### src/rtl/seq_detect_fsm.sv
// seq_detect_fsm: serial pattern detector with a runtime-loaded PAT_W-bit pattern.
// It supports overlapping or non-overlapping matching, a Moore or Mealy hit
// output, a saturating hit counter and an optional stop-after-N-hits limit.
module seq_detect_fsm #(
  parameter int PAT_W = 4,
  parameter int CNT_W = 8,
  parameter int MEALY = 0
) (
  input  logic             clock,
  input  logic             reset,
  input  logic             start,
  input  logic             stop,
  input  logic             x_valid,
  input  logic             x_in,
  input  logic [PAT_W-1:0] pattern,
  input  logic             overlap,
  input  logic [CNT_W-1:0] max_hits,
  output logic             y_out,
  output logic [CNT_W-1:0] hit_count,
  output logic             busy,
  output logic             done,
  output logic [1:0]       state_o
);

  localparam int FW = $clog2(PAT_W + 1);
  localparam logic [FW-1:0] FILL_FULL = FW'(PAT_W);
  localparam logic [FW-1:0] FILL_LAST = FW'(PAT_W - 1);

  typedef enum logic [1:0] {
    IDLE   = 2'b00,
    FILL   = 2'b01,
    DETECT = 2'b10,
    DONE   = 2'b11
  } state_t;

  state_t           r_state, w_state_nxt;
  logic [PAT_W-1:0] r_pat;
  logic             r_ovl;
  logic [CNT_W-1:0] r_max;
  logic [CNT_W-1:0] r_cnt, w_cnt_nxt;
  // The oldest history bit is shifted out before it is ever compared, so
  // only the PAT_W-1 most recent bits are stored.
  logic [PAT_W-2:0] r_hist, w_hist_nxt;
  logic [FW-1:0]    r_fill, w_fill_nxt;

  logic [PAT_W-1:0] w_cand;
  logic             w_active;
  logic             w_accept;
  logic             w_match;
  logic [CNT_W:0]   w_cnt_inc;
  logic             w_limit;
  logic             w_load;

  assign w_cand    = {r_hist, x_in};
  assign w_active  = (r_state == FILL) || (r_state == DETECT);
  assign w_accept  = x_valid && w_active;
  assign w_match   = w_accept && (r_fill >= FILL_LAST) && (w_cand == r_pat);
  assign w_cnt_inc = {1'b0, r_cnt} + 1'b1;
  assign w_limit   = (r_max != '0) && (w_cnt_inc == {1'b0, r_max});
  assign w_load    = start && !stop;

  // Next-state, history, fill and counter update; stop beats start beats data.
  always_comb begin
    w_state_nxt = r_state;
    w_hist_nxt  = r_hist;
    w_fill_nxt  = r_fill;
    w_cnt_nxt   = r_cnt;
    if (stop) begin
      w_state_nxt = IDLE;
      w_hist_nxt  = '0;
      w_fill_nxt  = '0;
    end else if (start) begin
      w_state_nxt = FILL;
      w_hist_nxt  = '0;
      w_fill_nxt  = '0;
      w_cnt_nxt   = '0;
    end else if (w_accept) begin
      w_hist_nxt = w_cand[PAT_W-2:0];
      if (r_fill != FILL_FULL) w_fill_nxt = r_fill + 1'b1;
      if (r_fill >= FILL_LAST) w_state_nxt = DETECT;
      if (w_match) begin
        if (!(&r_cnt)) w_cnt_nxt = w_cnt_inc[CNT_W-1:0];
        if (!r_ovl) begin
          w_hist_nxt  = '0;
          w_fill_nxt  = '0;
          w_state_nxt = FILL;
        end
        if (w_limit) w_state_nxt = DONE;
      end
    end
  end

  // State, history, fill and hit counter registers.
  always_ff @(posedge clock or negedge reset) begin
    if (!reset) begin
      r_state <= IDLE;
      r_hist  <= '0;
      r_fill  <= '0;
      r_cnt   <= '0;
    end else begin
      r_state <= w_state_nxt;
      r_hist  <= w_hist_nxt;
      r_fill  <= w_fill_nxt;
      r_cnt   <= w_cnt_nxt;
    end
  end

  // Configuration captured on start (a simultaneous stop suppresses it).
  always_ff @(posedge clock or negedge reset) begin
    if (!reset) begin
      r_pat <= '0;
      r_ovl <= 1'b0;
      r_max <= '0;
    end else if (w_load) begin
      r_pat <= pattern;
      r_ovl <= overlap;
      r_max <= max_hits;
    end
  end

  generate
    if (MEALY != 0) begin : g_mealy
      assign y_out = w_match;
    end else begin : g_moore
      logic r_y;
      logic w_y_nxt;
      // Matches discarded by start/stop must not produce a pulse.
      assign w_y_nxt = w_match && !start && !stop;
      // Registered one-cycle hit pulse.
      always_ff @(posedge clock or negedge reset) begin
        if (!reset) r_y <= 1'b0;
        else        r_y <= w_y_nxt;
      end
      assign y_out = r_y;
    end
  endgenerate

  assign hit_count = r_cnt;
  assign busy      = w_active;
  assign done      = (r_state == DONE);
  assign state_o   = r_state;

endmodule

### config.mk
export PLATFORM = sky130hd
export DESIGN_NAME = seq_detect_fsm
export DESIGN_NICKNAME = d
export VERILOG_FILES = /design/src/rtl/seq_detect_fsm.sv
export SDC_FILE = /design/constraint.sdc
export NUM_CORES = 1
export LEC_CHECK = 0
export ABC_AREA = 1
export CAP_MARGIN = 20
export CORE_UTILIZATION = 41
export CTS_CLUSTER_DIAMETER = 200
export DETAILED_ROUTE_END_ITERATION = 7
export PLACE_DENSITY = 0.67
export SYNTH_ARGS = -nofsm -noshare
export SYNTH_HDL_FRONTEND = slang
export SYNTH_SLANG_ARGS = --single-unit
### constraint.sdc
create_clock -name clock -period 1.5 [get_ports clock]
set_input_delay 0.225 -clock clock [delete_from_list [all_inputs] [get_ports clock]]
set_output_delay 0.225 -clock clock [all_outputs]
set_load 0.05 [all_outputs]
==> impl_metrics.tcl <==
set metrics [dict create \
    status "finished, violations left" \
    violations "negative setup slack" \
    dpl-instance-area_um2 2560 \
    syn_nets 270 \
    die_w_um 68.2 \
    die_area_um2 4650 \
    final_cell_mix "69 x nand2_1, 40 x inv_1, 34 x buf_4, 25 x dfrtp_1, 21 x nand3_1" \
    post-place-ws_ns -0.272 \
    worstPathRequired_ns 1.71 \
    place.detailed.hpwl_um 3250 \
    drc_errors 0 \
    gp_congestion 0.834 \
    start_util_pct 43.6 \
    synthAdderAreaFrac_pct 3.48 \
    p_leak_nw 1.34 \
    skew_ns 0.00809 \
    maxCapViolCount 0 \
    io_pins 32 \
    vias_per_cell 4.77 \
    ys_ff_latch 30 \
    cts_tree "done" \
    synthMuxAreaShare_pct 0 \
    vdd_drop_max_uv 577 \
    root_buffer "clkbuf_8" \
    synthSimpleGateAreaFrac_pct 33.0 \
    core_um2 4120 \
    synth_cells 246 \
    synth_area_um2 1800 \
    hold_ws_ns 0.302 \
    overflow 0 \
    firstDrtPassIters 4 \
    critical_path_arrival_ns 1.89 \
    endpoint_kind "flip-flop" \
    r2r_cells 11 \
    r2r-end "state_o[1]" \
    rrSetupSlack_ns -0.19 \
    vias 1766 \
    cts_buffers 5 \
    relSlewSlack_pct 84.2 \
    min_period_over_period_pct 112 \
    drt_iter0_drc 104 \
    antenna_found_initial 0 \
    grtUsageTotal_pct 22.6 \
    diodes 0 \
    synth_cell_types 26 \
    synth-xor-area-share_pct 0.488 \
    antenna_left 0 \
    clock_sinks 30 \
    cp_max_fo 8 \
    fmax_ghz 0.593 \
    htreeDepth 2 \
    grt_max_degree 31 \
    cp-start-kind "flip-flop" \
    rows 23 \
    dp.cells 357 \
    fin_nets 343 \
    synth_top_family_by_area "simple AND/OR/NAND/NOR gates" \
    period_needed_ns 1.69 \
    postLayoutCoreUtil_pct 68.1 \
    cts_buffer_depth 2 \
    final_common_cell "nand2_1" \
    drv_slew 0 \
    hp-class "input pin to async pin" \
    powerDensity_nw_per_um2 799 \
    synth_seq_area_share_pct 41.8 \
    clk_latency_ns 0.28 \
    crit_type "flip-flop to flip-flop" \
    yosysWarnings 0 \
    port_buffers 31 \
    grt_pass1_wl_um 7690 \
    routed_wl_um 4500 \
    clk_pin_slew_ns 0.07 \
    fin_area_um2 2800 \
    setup_ws_ns -0.185 \
    avgSynthCellArea_um2 7.30 \
    layoutNonFillerInstCount 370 \
    synth_compound_area_share_pct 11.6 \
    syn2layout_area_growth_pct 56.1 \
    grt_setup_unrepaired "yes" \
    setup_viol 16 \
    drive_gt1_share_pct 31.6 \
    worst_pin_slew_ns 0.237 \
    first_global_vias 1708 \
    finalHoldViolCount 0 \
    post_drt_wl_per_cell_um 12.2 \
    die_y_um 68.2 \
    reg2reg_from "hit_count[0]" \
]
## routing by layer
| metal | wire [um] | global-route usage, % |
|---|---|---|
| met2 | 2100 | 36.8 |
| met1 | 2170 | 29.4 |
| met5 | 0 | 0 |
| met4 | 38 | 7.03 |
| met3 | 186 | 5.50 |
## Yosys cell counts
cell type  instances  area, um^2
o32ai_1            1        8.76
or2_2              1        6.26
o21ai_2            1        8.76
o21ai_4            1        16.3
a21oi_2            1        8.76
nor2_8             1        20.0
clkbuf_1           2        7.51
nand2_1           72         270
o21ai_1            2        10.0
a21oi_1            4        20.0
ha_1               5        62.6
o211ai_1           1        7.51
dfrtp_1           30         751
o22ai_1           10        62.6
inv_1             42         158
nor2_1            14        52.6
nand2_2            7        43.8
nor2_2             2        12.5
and3_1             1        6.26
nand3_2            1        10.0
o21ai_0           13        65.1
nor2_4             2        22.5
xnor2_1            1        8.76
nand3_1           26         130
nand4_1            3        18.8
inv_2              2        7.51
## cells by family after synthesis
| kind of cell | count (synthesis) |
|---|---|
| flops | 30 |
| compound gates | 34 |
| xor+xnor | 1 |
| fa+ha+maj | 5 |
| simple gates | 130 |
| buf+inv | 46 |
## how the worst max path moves through the flow
stage / from / end / slack [ns] / cells after the start
5_1_grt: hit_count[0] / state_o[1] / -0.29 / 11
2_1_floorplan: state_o[0] / hit_count[1] / -0.43 / 10
4_1_cts: state_o[0] / state_o[1] / -0.18 / 10
6_report: hit_count[0] / state_o[1] / -0.19 / 11
3_3_place_gp: x_valid / hit_count[1] / -0.25 / 10
3_5_place_dp: x_valid / hit_count[1] / -0.27 / 10
## state kept, by name, summed over array words and instances (netlist names)
name / cells
hit_count: 8
r_ovl: 1
r_max: 8
r_hist: 3
r_fill: 3
y_out: 1
r_pat: 4
state_o: 2
## what timing repair did
item | CTS | global route
buffers inserted | 1 | 3
setup endpoints to repair | 16 | 17
pin swaps | 1 | 5
cloned | 1 | 0
resized for setup | 4 | 17
hold buffers | 0 | 0
## worst max-delay path: stages (launching register included)
cell and delay [ns]:
dfrtp_2 0.40, buf_6 0.13, clkinvlp_4 0.13, nor2_8 0.17
nand2_1 0.07, nand3_1 0.08, nand2_2 0.09, nor2_4 0.13
inv_1 0.06, nor2_1 0.10, nand3_1 0.10, a21oi_2 0.14
## stage by stage
| step | total power [W] | setup TNS, ns |
|---|---|---|
| after floorplan | 0.00118 | -5.39 |
| after global placement | 0.00141 | -2.98 |
| after detailed placement | 0.00141 | -3.18 |
| after CTS | 0.00221 | -1.83 |
| after global routing | 0.00236 | -3.57 |
| final | 0.00224 | -1.85 |
## cell type report
class / instances / area [um^2]
clock inverters: 3 / 40.0
clock buffers: 5 / 68.8
fillers: 323 / 1310
well taps: 50 / 62.6
inverters: 44 / 169
repair buffers: 67 / 718
flip-flops and latches: 30 / 757
multi-input cells: 171 / 987
## power breakdown
group | internal, W | switching [W]
Sequential | 0.000868 | 0.0000355
Clock | 0.000488 | 0.000304
Combinational | 0.000251 | 0.000292
Total | 0.00161 | 0.000632
Note: power is estimated with default switching activity, not from simulation.
